==> src/rtl/pipelined_adder_unit.sv <==
// pipelined_adder_unit
// Add/sub with optional signed saturation, carried through STAGES registered
// slots with valid/ready flow control on both sides. The arithmetic result is
// formed from the input beat and captured in the first slot; later slots only
// delay it. A slot refills when it is empty or when the slot after it is moving
// on, so a stalled output lets upstream beats close up any gaps.
module pipelined_adder_unit #(
    parameter int WIDTH  = 32,
    parameter int STAGES = 2,
    parameter int TAG_W  = 4
) (
    input  logic             clock,
    input  logic             reset,
    input  logic             io_in_valid,
    output logic             io_in_ready,
    input  logic [WIDTH-1:0] io_in_a,
    input  logic [WIDTH-1:0] io_in_b,
    input  logic [1:0]       io_in_op,
    input  logic [TAG_W-1:0] io_in_tag,
    output logic             io_out_valid,
    input  logic             io_out_ready,
    output logic [WIDTH-1:0] io_out_sum,
    output logic             io_out_carry,
    output logic             io_out_ovf,
    output logic [TAG_W-1:0] io_out_tag
);

    localparam int MSB = WIDTH - 1;

    // Per-slot state
    logic [STAGES-1:0] valid_q, valid_d;
    logic [STAGES-1:0] carry_q, carry_d;
    logic [STAGES-1:0] ovf_q,   ovf_d;
    logic [WIDTH-1:0]  sum_q [STAGES];
    logic [WIDTH-1:0]  sum_d [STAGES];
    logic [TAG_W-1:0]  tag_q [STAGES];
    logic [TAG_W-1:0]  tag_d [STAGES];

    // Slot load enables; room_s accumulates "something downstream can move"
    logic [STAGES-1:0] load_s;
    logic              room_s;

    // Arithmetic on the incoming beat
    logic             is_sub_s;
    logic             is_sat_s;
    logic [WIDTH-1:0] b_eff_s;
    logic [WIDTH:0]   wide_s;
    logic [WIDTH-1:0] wrap_s;
    logic [WIDTH-1:0] res_s;
    logic             carry_s;
    logic             ovf_s;

    // Form the wrapped sum/difference, carry/borrow, overflow and saturated result
    always_comb begin
        is_sub_s = io_in_op[0];
        is_sat_s = io_in_op[1];
        // Subtraction is a + ~b + 1; the ~b operand also gives the correct
        // signed-overflow test for the true difference (including b = min).
        b_eff_s  = is_sub_s ? ~io_in_b : io_in_b;
        wide_s   = {1'b0, io_in_a} + {1'b0, b_eff_s} + {{WIDTH{1'b0}}, is_sub_s};
        wrap_s   = wide_s[WIDTH-1:0];
        carry_s  = is_sub_s ? ~wide_s[WIDTH] : wide_s[WIDTH];
        ovf_s    = (io_in_a[MSB] == b_eff_s[MSB]) && (wrap_s[MSB] != io_in_a[MSB]);
        if (is_sat_s && ovf_s) begin
            res_s = io_in_a[MSB] ? {1'b1, {(WIDTH-1){1'b0}}} : {1'b0, {(WIDTH-1){1'b1}}};
        end else begin
            res_s = wrap_s;
        end
    end

    // A slot may load when it or any slot after it is empty, or the output is being taken
    always_comb begin
        load_s = '0;
        room_s = io_out_ready;
        for (int k = STAGES - 1; k >= 0; k--) begin
            room_s    = room_s | ~valid_q[k];
            load_s[k] = room_s;
        end
    end

    // Next-state for every slot: hold by default, shift in from the previous slot when loading
    always_comb begin
        for (int k = 0; k < STAGES; k++) begin
            valid_d[k] = valid_q[k];
            carry_d[k] = carry_q[k];
            ovf_d[k]   = ovf_q[k];
            sum_d[k]   = sum_q[k];
            tag_d[k]   = tag_q[k];
        end
        if (load_s[0]) begin
            valid_d[0] = io_in_valid;
        end else begin
            valid_d[0] = valid_q[0];
        end
        if (load_s[0] && io_in_valid) begin
            carry_d[0] = carry_s;
            ovf_d[0]   = ovf_s;
            sum_d[0]   = res_s;
            tag_d[0]   = io_in_tag;
        end else begin
            carry_d[0] = carry_q[0];
        end
        for (int k = 1; k < STAGES; k++) begin
            if (load_s[k]) begin
                valid_d[k] = valid_q[k-1];
            end else begin
                valid_d[k] = valid_q[k];
            end
            if (load_s[k] && valid_q[k-1]) begin
                carry_d[k] = carry_q[k-1];
                ovf_d[k]   = ovf_q[k-1];
                sum_d[k]   = sum_q[k-1];
                tag_d[k]   = tag_q[k-1];
            end else begin
                carry_d[k] = carry_q[k];
            end
        end
    end

    // Slot registers; reset discards every in-flight beat immediately
    always_ff @(posedge clock or negedge reset) begin
        if (!reset) begin
            valid_q <= '0;
            carry_q <= '0;
            ovf_q   <= '0;
            for (int k = 0; k < STAGES; k++) begin
                sum_q[k] <= '0;
                tag_q[k] <= '0;
            end
        end else begin
            valid_q <= valid_d;
            carry_q <= carry_d;
            ovf_q   <= ovf_d;
            for (int k = 0; k < STAGES; k++) begin
                sum_q[k] <= sum_d[k];
                tag_q[k] <= tag_d[k];
            end
        end
    end

    assign io_in_ready  = load_s[0];
    assign io_out_valid = valid_q[STAGES-1];
    assign io_out_sum   = sum_q[STAGES-1];
    assign io_out_carry = carry_q[STAGES-1];
    assign io_out_ovf   = ovf_q[STAGES-1];
    assign io_out_tag   = tag_q[STAGES-1];

endmodule

==> config.mk <==
export PLATFORM = sky130hd
export DESIGN_NAME = pipelined_adder_unit
export DESIGN_NICKNAME = d
export VERILOG_FILES = /design/src/rtl/pipelined_adder_unit.sv
export SDC_FILE = /design/constraint.sdc
export NUM_CORES = 1
export LEC_CHECK = 0
export ABC_AREA = 1
export CORE_MARGIN = 2
export CORE_UTILIZATION = 38
export DETAILED_ROUTE_END_ITERATION = 16
export PLACE_DENSITY_LB_ADDON = 0.25
export SETUP_SLACK_MARGIN = 0.4
export SKIP_LAST_GASP = 1
export SYNTH_ARGS = -nofsm -noshare
export SYNTH_HDL_FRONTEND = slang
export SYNTH_SLANG_ARGS = --single-unit
==> constraint.sdc <==
create_clock -name clock -period 1.88 [get_ports clock]
set_input_delay 0.376 -clock clock [delete_from_list [all_inputs] [get_ports clock]]
set_output_delay 0.376 -clock clock [all_outputs]
set_load 0.005 [all_outputs]
Word-level counts from Yosys, hierarchy flattened
Index checks and enable logic that the tools add are counted.
{ "word_totals": {"regBits": 78, "out_inout_bits": 40, "elab_cells": 28} }
{ "classes": {"addsub": 2, "n_eq_ne": 2, "muxes": 4, "bitwise_logic": 6, "n_reduce_logical": 4} }
{ "op_table": {"columns": ["cell", "count"], "rows": [
  ["two-way mux 32 bit", 3],
  ["adder 32 x 32 -> 33 bit", 1],
  ["adder 33 x 1 -> 33 bit", 1],
  ["NOT 32 bit", 1],
  ["logical AND 1 bit", 4],
  ["NOT 1 bit", 3],
  ["OR 1 bit", 2],
  ["equality test 1 bit", 1],
  ["two-way mux 1 bit", 1],
  ["!= test 1 bit", 1]
]} }

Logic depth before layout (Yosys ltp)
{ "logic_depth": {"depth_word": 8, "depth_mapped": 20, "depth_no_buf": 17} }

Worst setup path before layout
No wires, ideal clock.
{ "synth_path": {"path_kind": "input-to-reg", "start": "in io_in_op[0]", "end": "reg sum_q[37] (netlist bit)", "setup_ns": 0.120, "arrival_time_ns": 2.600, "required_ns": 1.760, "path_slack_ns": -0.840, "stages": 17, "path_buffers": 3, "path_cell_list": "buf_4 > buf_1 > xor2_1 > ha_1 > a21oi_1 > nand2_2 > nand2_1 > nand2_2 > nand2_2 > nand2_2 > nand2_4 > nand2_2 > nand2_1 > nand4_4 > buf_6 > nand2_1 > a21oi_2"} }
{ "synth_via": {"elab_chain_len": 7} }
{ "synth_rtl": {"columns": ["item", "line", "text"], "rows": [
  ["start: declaration", "18", "input logic [1:0] io_in_op,"],
  ["two-way mux 32 bit", "59", "b_eff_s = is_sub_s ? ~io_in_b : io_in_b;"],
  ["adder 32 x 32 -> 33 bit", "60", "wide_s = {1'b0, io_in_a} + {1'b0, b_eff_s} + {{WIDTH{1'b0}}, is_sub_s};"],
  ["adder 33 x 1 -> 33 bit", "60", null],
  ["!= test 1 bit", "63", "ovf_s = (io_in_a[MSB] == b_eff_s[MSB]) && (wrap_s[MSB] != io_in_a[MSB]);"],
  ["logical AND 1 bit", "63", null],
  ["logical AND 1 bit", "64", "if (is_sat_s && ovf_s) begin"],
  ["two-way mux 32 bit (*)", "64", null],
  ["end signal: indexed assignment", "135", "sum_q[k] <= sum_d[k];"],
  ["end: declaration", "34", "logic [WIDTH-1:0] sum_q [STAGES];"]
]} }
Every way passes the cells marked *; elsewhere a longest branch is shown, timed or not.
A chain may end at the register's enable or synchronous reset.

Worst setup path after layout
{ "layout_path": {"start": "in io_in_op[0]", "end": "reg sum_q[46] (netlist bit)"} }
The elaborated chain is that of the path after synthesis.

==> metrics.txt <==
Global Route Usage Sum 0.212; ys flop type dfrtp_1; I/O Buffers 113; cell leakage power around 4.6 nW; arrival time worst endpoint between 2 and 3 ns; Num CTS Buffers 9; Worst path max stage delay 0.34 ns; final core utilization 0.629; post-synthesis register bit count 78; dpl hpwl between 10 and 15 mm; via/cell ratio 4.83; final-report setup violation count 34; WS Path Type input pin to register; CP Cell Sequence buf_12 -> buf_12 -> xor2_1 -> ha_1 -> a21oi_2 -> nand2_2 -> nand2_1 -> nand2_2 -> nand2_2 -> nand2_4 -> nand2_4 -> nand2_4 -> nand2_4 -> nand4_4 -> clkbuf_16 -> nand2_2 -> a21oi_2; Critical Path Slowest Stage Cell ha_1; Post-Route WL between 15 and 20 mm; Congestion Overflow GR 0; violated checks setup timing; Clock Power Share 0.221; ANT nets after route 0; fmax 429 MHz; Post-route DRC 0; ys async rst share 1.00; Synth Instances 707; Worst Hold Class register to register; CORE AREA about 0.015 sq mm; switching share of power 0.333; CTS Sinks 78; row count 45; Final WS setup -0.450 ns; Max Root-Sink Buffers 2; Max Cap Viol 0; RSZ-0062 raised after global routing yes; total net switching power 2.95 mW; chip width 127 microns; CTS tree done; Die Ht about 130 microns; Post-DP Area a little under 0.008 sq mm; largest net degree at the start of global routing 45; initial DRC count ~210; Crit Path Max Fanout 10; H-tree levels 3; DRT Pass-1 Iters 4; synth warn 0; syn_nets 814; Synth Cell Area 0.00576 sq mm; Initial Util 0.383; total internal power 5.90 mW; Tcrit/Tclk final 1.24; synth unique cells 34; wire length per cell 15.1 microns; Layout fillers ~1300; Final Hold Fails 0; Crit. End Element register; share of the synthesized area in the top cell type 0.339; first-pass GRT wire length 27.6 mm; most common cell in the synthesized netlist nand2_1; logic gate share of total power 0.482; Worst IR Drop VDD 536 uV; layout cell share with drive strength beyond 1 0.434; ANT cells 0; Final Max Slew Viols 0; min Tclk post-route 2.33 ns; commonest cells in the netlist 165 x nand2_1, 78 x dfrtp_1, 72 x nor2_1; final instance area 0.00945 sq mm; Clock Skew 0.00513 ns; initial antenna violation count 0; gpl congestion 0.891; sequential fraction of the synthesis area 0.339; Flop pwr share 0.297; crit path launch type input pin; Worst-path clk slew about 0.060 ns; routed vias 5677; CP required 2.10 ns; pwr/cell area around 940 mW/mm^2; Yosys top cell by area dfrtp_1; nets@finish 1089; Worst-Skew Late Latency 0.33 ns; status finished with violations; Avg Cell Area, Syn about 8.2 sq um; # IOs 114; Slew HR 0.707; Die Area 0.0162 sq mm; CTS root buffer clkbuf_16; Area growth, synth to finish 64.0%; number of flops mapped to enable cells by yosys 0; vias in the first global route 5717; Least-Margin Pin Slew 0.440 ns; top cells by area, synth dfrtp_1 34%, nand2_1 11%, xor2_1 8.1%, ha_1 6.9%, mux2_2 6.4%
layout make-up:
| cell class | count | area (sq um) | area share |
|---|---|---|---|
| Clock buffer | 10 | 229 | 0.0242 |
| Clock inverter | 6 | 110 | 0.0117 |
| Timing Repair Buffer | 318 | 2870 | 0.304 |
| Inverter | 50 | 188 | 0.0199 |
| Tap cell | 188 | 235 | 0.0249 |
| Multi-Input combinational cell | 525 | 3860 | 0.409 |
| Sequential cell | 78 | 1950 | 0.207 |
stage by stage:
| stage | total power, mW | setup slack [ns] | hold slack (ns) | cells | TNS, ns |
|---|---|---|---|---|---|
| finish | 8.85 | -0.450 | 0.482 | 1175 | -14.02 |
| global route | 9.40 | -0.517 | 0.513 | 1175 | -16.63 |
| CTS | 8.57 | -0.375 | 0.487 | 1155 | -11.46 |
| detailed placement | 6.44 | -0.987 | 0.343 | 1087 | -32.15 |
| global placement | 6.34 | -0.910 | 0.335 | 1087 | -30.15 |
| floorplan | 4.91 | -0.527 | 0.0804 | 707 | -17.33 |
worst paths after layout:
path,from,end,slack [ns],cells after the start
worst max-delay path,io_in_op[0],sum_q[46]$_DFFE_PN0P_,-0.45,17
worst min-delay path,io_out_tag[0]$_DFFE_PN0P_,io_out_tag[0]$_DFFE_PN0P_,0.48,2
worst max register to register,valid_q[1]$_DFFE_PN0P_,sum_q[49]$_DFFE_PN0P_,0.47,8
worst min register to register,io_out_tag[0]$_DFFE_PN0P_,io_out_tag[0]$_DFFE_PN0P_,0.48,2
max in group asynchronous,reset,io_out_tag[2]$_DFFE_PN0P_,0.76,3
min in group asynchronous,reset,io_out_sum[5]$_DFFE_PN0P_,0.53,2
placed cells by master, fill, tap and decap left out, types with 12 or more instances in the layout:
master / instances
nand2_4: 14
nor2_1: 58
ha_1: 24
mux2_2: 33
xor2_1: 43
nand3_1: 22
dlygate4sd2_1: 69
clkbuf_16: 12
clkdlybuf4s50_1: 38
dfrtp_1: 78
nand2_2: 45
inv_1: 40
buf_4: 181
a21oi_1: 15
o21ai_0: 15
nand2_1: 116
a21oi_2: 45
logic make-up (layout without fill, tap and decap cells):
logic type	count (synthesis)	after routing	synth area share
AO/OA/AOI/OAI	110	110	0.124
XOR/XNOR	53	53	0.0805
adder cells (fa/ha/maj)	33	33	0.0729
buffers and inverters	104	384	0.0997
flip-flops	78	78	0.339
multiplexers	33	33	0.0645
AND/OR/NAND/NOR	296	296	0.219
power groups by stage:
stage | combinational [mW] | clock [mW] | sequential [mW]
global placement | 3.69 | 0 | 2.64
finish | 4.27 | 1.96 | 2.63
CTS | 3.97 | 1.97 | 2.64
detailed placement | 3.76 | 0 | 2.68
floorplan | 2.37 | 0 | 2.54
global route | 4.63 | 2.06 | 2.71
worst max-delay path: cells and delay by family:
family	cells	cell delay (ns)
simple gates	10	0.87
buf+inv	3	0.51
fa+ha+maj	1	0.34
compound gates	2	0.28
xor+xnor	1	0.16
per-layer routing:
metal / vias to the layer above / routed length, microns / global-route usage
li1: 2825 / - / -
met1: 2698 / 8000 / 0.275
met2: 130 / 8800 / 0.373
met3: 24 / 588 / 0.0239
met4: 0 / 369 / 0.0646
met5: - / 0 / 0
flip-flops by register name, summed over array words and instances (netlist names):
signal,count
carry_q,2
io_out_sum,32
io_out_tag,4
ovf_q,2
sum_q,32
tag_q,4
valid_q,2
what timing repair did:
| item | in CTS | in global routing |
|---|---|---|
| buffers inserted | 45 | 16 |
| resized for setup | 175 | 70 |
| pin swaps | 96 | 46 |
| cloned | 6 | 4 |
| setup endpoints to repair | 74 | 53 |
| hold buffers | 1 | 0 |
| endpoints found under the hold margin | 31 | 0 |
(Power assumes the default switching activity.)
